==> src/rtl/ib_uart_bridge.sv <==
// ib_uart_bridge: byte bridge between the UART core and the IB I/O-expander.
// Host bytes are queued and offered to the meter over a four-phase handshake.
// Meter bytes are captured into a second queue and drained to UART TX.
`timescale 1ns/1ps
module ib_uart_bridge #(
  parameter int FIFO_DEPTH  = 16,
  parameter int SYNC_STAGES = 2
) (
  input  logic       clk,
  input  logic       rst,
  input  logic [7:0] uart_rx_data,
  input  logic       uart_rx_valid,
  output logic       uart_rx_overrun,
  output logic [7:0] uart_tx_data,
  output logic       uart_tx_valid,
  input  logic       uart_tx_ready,
  output logic [7:0] ib_tx_data,
  output logic       ib_tx_data_avail,
  input  logic       ib_tx_data_ack_n,
  input  logic [7:0] ib_rx_data,
  input  logic       ib_rx_data_avail,
  output logic       ib_tx_ack
);

  localparam int AW = $clog2(FIFO_DEPTH);
  localparam logic [AW-1:0] PTR_ONE  = {{(AW-1){1'b0}}, 1'b1};
  localparam logic [AW:0]   CNT_ONE  = {{AW{1'b0}}, 1'b1};
  localparam logic [AW:0]   FULL_CNT = {1'b1, {AW{1'b0}}};

  localparam logic [1:0] D_IDLE    = 2'd0;
  localparam logic [1:0] D_OFFER   = 2'd1;
  localparam logic [1:0] D_RELEASE = 2'd2;
  localparam logic [0:0] U_IDLE    = 1'b0;
  localparam logic [0:0] U_ACK     = 1'b1;

  // Synchronisers for the expander handshake inputs
  logic [SYNC_STAGES-1:0] ack_sync_q, ack_sync_d;
  logic [SYNC_STAGES-1:0] avail_sync_q, avail_sync_d;
  logic                   ack_n_s, avail_s;

  // Down direction (host -> meter)
  logic [7:0]    dn_mem [FIFO_DEPTH];
  logic [AW-1:0] dn_wr_ptr_q, dn_wr_ptr_d, dn_rd_ptr_q, dn_rd_ptr_d;
  logic [AW:0]   dn_cnt_q, dn_cnt_d;
  logic          dn_full, dn_empty, dn_push, dn_pop;
  logic [1:0]    d_state_q, d_state_d;
  logic [7:0]    tx_data_q, tx_data_d;
  logic          tx_avail_q, tx_avail_d;

  // Up direction (meter -> host)
  logic [7:0]    up_mem [FIFO_DEPTH];
  logic [AW-1:0] up_wr_ptr_q, up_wr_ptr_d, up_rd_ptr_q, up_rd_ptr_d;
  logic [AW:0]   up_cnt_q, up_cnt_d;
  logic          up_full, up_empty, up_push, up_pop;
  logic [0:0]    u_state_q, u_state_d;

  // Shift each async input one stage further into the clk domain
  always_comb begin
    // NOTE: every always_comb output gets a default first so no path can infer a latch.
    ack_sync_d      = ack_sync_q;
    avail_sync_d    = avail_sync_q;
    ack_sync_d[0]   = ib_tx_data_ack_n;
    avail_sync_d[0] = ib_rx_data_avail;
    for (int i = 1; i < SYNC_STAGES; i++) begin
      ack_sync_d[i]   = ack_sync_q[i-1];
      avail_sync_d[i] = avail_sync_q[i-1];
    end
  end

  assign ack_n_s = ack_sync_q[SYNC_STAGES-1];
  assign avail_s = avail_sync_q[SYNC_STAGES-1];

  assign dn_full         = (dn_cnt_q == FULL_CNT);
  assign dn_empty        = (dn_cnt_q == '0);
  assign dn_push         = uart_rx_valid && !dn_full;
  assign uart_rx_overrun = uart_rx_valid && dn_full;

  assign up_full       = (up_cnt_q == FULL_CNT);
  assign up_empty      = (up_cnt_q == '0);
  assign uart_tx_valid = !up_empty;
  // Gated so the unreset storage never shows through while the queue is empty.
  assign uart_tx_data  = up_empty ? 8'h00 : up_mem[up_rd_ptr_q];
  assign up_pop        = uart_tx_valid && uart_tx_ready;

  assign ib_tx_data       = tx_data_q;
  assign ib_tx_data_avail = tx_avail_q;
  assign ib_tx_ack        = (u_state_q == U_ACK);

  // Down FSM: offer the head byte, wait for ack, wait for ack release
  always_comb begin
    d_state_d  = d_state_q;
    tx_data_d  = tx_data_q;
    tx_avail_d = tx_avail_q;
    dn_pop     = 1'b0;
    case (d_state_q)
      D_IDLE: begin
        // A low ack_n here is stale; hold off until the meter lets it go.
        if (!dn_empty && ack_n_s) begin
          tx_data_d  = dn_mem[dn_rd_ptr_q];
          tx_avail_d = 1'b1;
          dn_pop     = 1'b1;
          d_state_d  = D_OFFER;
        end
      end
      D_OFFER: begin
        if (!ack_n_s) begin
          tx_avail_d = 1'b0;
          d_state_d  = D_RELEASE;
        end
      end
      D_RELEASE: begin
        if (ack_n_s) d_state_d = D_IDLE;
      end
      default: begin
        tx_avail_d = 1'b0;
        d_state_d  = D_IDLE;
      end
    endcase
  end

  // Up FSM: take one meter byte per avail pulse, stall while the queue is full
  always_comb begin
    u_state_d = u_state_q;
    up_push   = 1'b0;
    case (u_state_q)
      U_IDLE: begin
        if (avail_s && !up_full) begin
          up_push   = 1'b1;
          u_state_d = U_ACK;
        end
      end
      default: begin
        if (!avail_s) u_state_d = U_IDLE;
      end
    endcase
  end

  // Pointer and occupancy bookkeeping for both queues
  always_comb begin
    dn_wr_ptr_d = dn_push ? dn_wr_ptr_q + PTR_ONE : dn_wr_ptr_q;
    dn_rd_ptr_d = dn_pop  ? dn_rd_ptr_q + PTR_ONE : dn_rd_ptr_q;
    dn_cnt_d    = dn_cnt_q;
    if (dn_push && !dn_pop)      dn_cnt_d = dn_cnt_q + CNT_ONE;
    else if (!dn_push && dn_pop) dn_cnt_d = dn_cnt_q - CNT_ONE;

    up_wr_ptr_d = up_push ? up_wr_ptr_q + PTR_ONE : up_wr_ptr_q;
    up_rd_ptr_d = up_pop  ? up_rd_ptr_q + PTR_ONE : up_rd_ptr_q;
    up_cnt_d    = up_cnt_q;
    if (up_push && !up_pop)      up_cnt_d = up_cnt_q + CNT_ONE;
    else if (!up_push && up_pop) up_cnt_d = up_cnt_q - CNT_ONE;
  end

  // Queue storage writes
  always_ff @(posedge clk) begin
    // NOTE: storage is deliberately not reset; the occupancy counters alone define validity.
    if (dn_push) dn_mem[dn_wr_ptr_q] <= uart_rx_data;
    if (up_push) up_mem[up_wr_ptr_q] <= ib_rx_data;
  end

  // State registers; reset aborts both handshakes and empties both queues
  always_ff @(posedge clk or posedge rst) begin
    // NOTE: sequential state uses non-blocking assignments so all flops update together.
    if (rst) begin
      ack_sync_q   <= '1;
      avail_sync_q <= '0;
      dn_wr_ptr_q  <= '0;
      dn_rd_ptr_q  <= '0;
      dn_cnt_q     <= '0;
      d_state_q    <= D_IDLE;
      tx_data_q    <= 8'h00;
      tx_avail_q   <= 1'b0;
      up_wr_ptr_q  <= '0;
      up_rd_ptr_q  <= '0;
      up_cnt_q     <= '0;
      u_state_q    <= U_IDLE;
    end else begin
      ack_sync_q   <= ack_sync_d;
      avail_sync_q <= avail_sync_d;
      dn_wr_ptr_q  <= dn_wr_ptr_d;
      dn_rd_ptr_q  <= dn_rd_ptr_d;
      dn_cnt_q     <= dn_cnt_d;
      d_state_q    <= d_state_d;
      tx_data_q    <= tx_data_d;
      tx_avail_q   <= tx_avail_d;
      up_wr_ptr_q  <= up_wr_ptr_d;
      up_rd_ptr_q  <= up_rd_ptr_d;
      up_cnt_q     <= up_cnt_d;
      u_state_q    <= u_state_d;
    end
  end

endmodule
==> config.mk <==
export PLATFORM = sky130hd
export DESIGN_NAME = ib_uart_bridge
export DESIGN_NICKNAME = d
export VERILOG_FILES = /design/src/rtl/ib_uart_bridge.sv
export SDC_FILE = /design/constraint.sdc
export NUM_CORES = 1
export LEC_CHECK = 0
export CAP_MARGIN = 20
export CORE_MARGIN = 2
export CORE_UTILIZATION = 40
export CTS_CLUSTER_SIZE = 8
export DETAILED_ROUTE_END_ITERATION = 8
export SLEW_MARGIN = 20
export SYNTH_ARGS = -nofsm -noshare
export SYNTH_HDL_FRONTEND = slang
export SYNTH_SLANG_ARGS = --single-unit
==> constraint.sdc <==
create_clock -name clk -period 4.69 [get_ports clk]
set_input_delay 0.7035 -clock clk [delete_from_list [all_inputs] [get_ports clk]]
set_output_delay 0.7035 -clock clk [all_outputs]
set_load 0.1 [all_outputs]
# Word level (Yosys, flattened, before mapping)
# Memories as Yosys holds them, arrays and structs flattened. A register that Yosys moved wholly into a read port is not among the register bits.
# Index checks and enable logic that the tools add are counted.
# word_totals
memories	2
ram_bits	256
out_inout_bits	20
regBits	34
word_cells	76
input_bits	22
# memory_table
memory	depth	word_bits	read_ports	rd_ports_with_merged_regs	wr	line	source
dn_mem	16	8	1	1	1	42	logic [7:0] dn_mem [FIFO_DEPTH];
up_mem	16	8	1	0	1	51	logic [7:0] up_mem [FIFO_DEPTH];
# classes
bitwise	1
n_addsub	8
n_eq_ne	7
n_reduce_logical	25
mux	22
# ops
cell	count
$mux 5	4
$add 4x1->4 const B	4
$mux 1	12
$add 5x1->5 const B	2
$eq 5x5->1 const B	2
$logic_not 5->1	2
$sub 5x1->5 const B	2
$logic_and 1x1->1	9
$logic_not 1->1	8
$mux 8	1
$mux 2	3
$ne 2x2->1 const B	3
$pmux 2 s3	1
$reduce_and 3->1	2
$reduce_bool 2->1	2
$pmux 1 s3	1
$eq 2x1->1 const B	1
$eq 2x2->1 const B	1
$logic_not 2->1	1
$reduce_and 2->1	1
$not 1->1	1

# Longest topological paths before layout
# logic_depth
word_depth	9
depth_mapped	12
mapped_depth_nobuf	11

# Worst setup path before layout
# OpenSTA, ideal clock, no wires.
# synth_path
kind	register to output
from	register up_cnt_q[0]
to	output uart_tx_data[6]
t_required_ns	3.987
path_stages_with_launch	5
t_arrival_ns	3.120
path_buffers	0
path_slack_ns	0.866
path_cell_list	dfrtp_1 -> nor4_1 -> nand2b_1 -> nand2_1 -> o22ai_1
# synth_via
elab_chain_cells	2
# synth_rtl
item	line	source
start: declaration	53	logic [AW:0] up_cnt_q, up_cnt_d;
start signal: assignment	187	up_cnt_q <= up_cnt_d;
$logic_not 5->1	79	assign up_empty = (up_cnt_q == '0);
$mux 8	82	assign uart_tx_data = up_empty ? 8'h00 : up_mem[up_rd_ptr_q];
end: declaration	14	output logic [7:0] uart_tx_data,
# Every way passes these cells.

# Worst setup path after layout
# layout_path
from	register up_rd_ptr_q[0]
to	output uart_tx_data[1]
# layout_via
elab_chain_cells	2
# layout_rtl
item	line	source
start: declaration	52	logic [AW-1:0] up_wr_ptr_q, up_wr_ptr_d, up_rd_ptr_q, up_rd_ptr_d;
start signal: assignment	186	up_rd_ptr_q <= up_rd_ptr_d;
$mem_v2 16x8	--	
$mux 8	82	
# Every way passes these cells.

==> impl_results.md <==
* Req. time, crit path at 3990 ps
* Worst-Margin Slew at 1070 ps
* Post-Syn Nets at 647
* Site row count at 63
* Die ar. at 31300 µm²
* Final setup fails at 0
* Clk sinks at roughly 300
* Top-count cell post-synth: edfxtp_1
* Final Skew at approximately 24 ps
* Top-area cell type share of the netlist area at between 60% and 70%
* Peak supply drop at roughly 560 µV
* Area contributors post-synth: edfxtp_1 (64%), mux4_2 (8.7%), dfrtp_1 (8.4%)
* # H-tree levels at 2
* Max-cap violations at 0
* Drt initial violations at 378
* Mapped Area at 12000 µm²
* Status: finished clean
* GP Congestion at between 0.7 and 0.8
* Post-synth EDFFs at around 260
* Fillers at roughly 2500
* Final HPWL DP at around 14000 µm
* RSZ-0062 raised after global routing: no
* HP Class: reg -> reg
* WL met2 at around 12000 µm
* Most used DFF post-synth: edfxtp_1
* Top Layer Used: met4
* CP Capture Type: primary output
* Nets at 714
* Starting density of the core at 40.5%
* First-pass GRT wire length at around 35000 µm
* Worst-Skew Late Latency at between 500 and 600 ps
* Gr usage total at roughly 15%
* Rel. slew slack at roughly 29%
* Detail Route Antenna Nets at 0
* CP Class: reg -> out
* Initial antenna violation count at 0
* Register bit total from synthesis at between 200 and 300
* Min Clock Period, post-route at between 3000 and 4000 ps
* Final hold vios at 0
* Data arrival, critical path at between 2000 and 3000 ps
* Max Slew Vio Count at 0
* Synth area leader: edfxtp_1
* Routed WL per cell at about 20 µm
* Ys Warns at 0
* Share of cells above drive strength 1 at a little under a fifth
* Post-CTS Setup Inserts at 0
* Die W at ~180 µm
* Unique masters post-synth at 39
* Largest net degree at the start of global routing at 43
* Core footprint at between 20000 and 30000 µm²
* Global route total overflow at 0
* Total power at between 0.009 and 0.01 W
* Final worst-path setup slack at approximately 1100 ps
* Dpl ws at 1480 ps
* Max FO, Critical Path at 25
* Met1 WL at 9130 µm
* Synth top cells by count: edfxtp_1 (256), mux4_2 (46), dfrtp_1 (40)
* Clock transition at the registers of the reported paths at ~50 ps
* WL final at approximately 22000 µm
* Tcrit/Tclk final at 75.8%
* Vias post-DR at approximately 5700
* Met3 WL at about 1000 µm
* Synthesized area per cell at 19.8 µm²
* Post-route DRC at 0
* Clock tree buffer depth at 3
* Pwr dens at approximately 670 nW/µm²
* Pleak at 4.76 nW
* CTS root buffer: clkbuf_16
* Area growth syn-to-layout at 17.3%
* Critical Path Start Type: flip-flop
* CTS buffer count at 43
* Vert. Die Dim at 177 µm
* # hold bufs at CTS at 0
* Vias in the first global route at just over 6000
* I/O Buffers at a little over 40
* Ant. Diodes at 0
* Post-CTS sizing at 0
* Top Ports at 42
* DRT Pass-1 Iters at 4
* CTS tree: yes
* Peak Freq at between 0.2 and 0.3 GHz
* Async set or reset register ratio after synthesis at roughly 14%
* DR vias/cell at between 5 and 6
* Register area share after synthesis at 73.0%
* Post-Syn Instances at 605
* Setup TNS at 0 ps
## area by class of cell
| class | instances | area (µm²) | share of cell area, % |
|---|---|---|---|
| Clock buffer | 76 | 1220 | 8.70 |
| Multi-Input combinational cell | 264 | 3010 | 21.4 |
| Inverter | 13 | 48.8 | 0.348 |
| Tap cell | 390 | 488 | 3.48 |
| Sequential cell | 298 | 8740 | 62.3 |
| Timing Repair Buffer | 52 | 473 | 3.37 |
| Clock inverter | 4 | 60.1 | 0.428 |
## cells in the final DEF, fill, tap and decap left out, types with 3 or more instances in the layout
cell / n
a21o_1: 4
ha_1: 18
dfrtp_1: 37
o22ai_1: 24
xor2_1: 5
nor3_1: 4
nand2_1: 20
and2_1: 12
mux4_1: 18
mux2_2: 11
clkbuf_16: 44
buf_4: 19
clkbuf_1: 32
dfrtp_2: 3
o21ai_0: 8
inv_1: 12
mux2i_1: 17
clkdlybuf4s50_1: 33
nand4_1: 3
edfxtp_1: 256
nand2b_1: 5
mux4_2: 46
nor3b_1: 5
xnor2_1: 17
nor2_1: 18
a21oi_1: 13
## routing by layer
layer | up-vias | GRT usage, %
met1 | 2951 | 18.3
li1 | 2571 | -
met5 | - | 0
met3 | 37 | 3.09
met4 | 0 | 4.30
met2 | 124 | 26.7
## cell families (layout without fill, tap and decap cells)
kind of cell | Yosys count | count (layout) | share of synthesized area (%)
DFF | 298 | 298 | 73.0
AOI/OAI and AO/OA | 53 | 53 | 2.83
xor gates and xnor gates | 22 | 22 | 1.61
muxes | 92 | 92 | 15.1
buffers and inverters | 43 | 145 | 1.85
and+or+nand+nor | 77 | 77 | 3.39
adders and majority gates | 20 | 20 | 2.22
## path summary, 6_finish.rpt
kind / from / endpoint / slack, ps / cells past startpoint
worst max-delay path: up_rd_ptr_q[0] / uart_tx_data[1] / 1140 / 5
worst min-delay path: avail_sync_q[0] / avail_sync_q[1] / 350 / 0
min in group asynchronous: rst / avail_sync_q[1] / 700 / 2
worst max register to register: dn_cnt_q[0] / dn_cnt_q[4] / 1840 / 12
max in group asynchronous: rst / dn_rd_ptr_q[2] / 3340 / 2
worst min register to register: avail_sync_q[0] / avail_sync_q[1] / 350 / 0
## report_power, final
group          leakage [nW]  switching, W  internal (W)
Combinational          1.36       0.00177       0.00116
Clock                 0.609       0.00108       0.00176
Sequential             2.80      0.000422       0.00323
Total                  4.76       0.00328       0.00615
## sequential cells by signal (all words and copies together) (netlist names), 5 cells and up
signal and cells:
up_mem 128, dn_cnt_q 5, ib_tx_data 8, dn_mem 128, up_cnt_q 5
## metrics by stage
step                      cell area, µm²  hold WS, ps  util [%]  instances
after detailed placement           12800          348      43.2       1017
after floorplan                    12000          331         -        605
final                              14000          351      47.5       1097
after global routing               14000          355      47.5       1097
after CTS                          14000          354      47.5       1097
after global placement             12800          338      43.2       1017
## critical path, stage by stage (launching register included)
cell     delay, ps
dfrtp_2        560
buf_4          500
mux4_2         560
mux2i_1        220
o22ai_1        180
buf_4          280
Note: power is estimated with default switching activity, not from simulation.
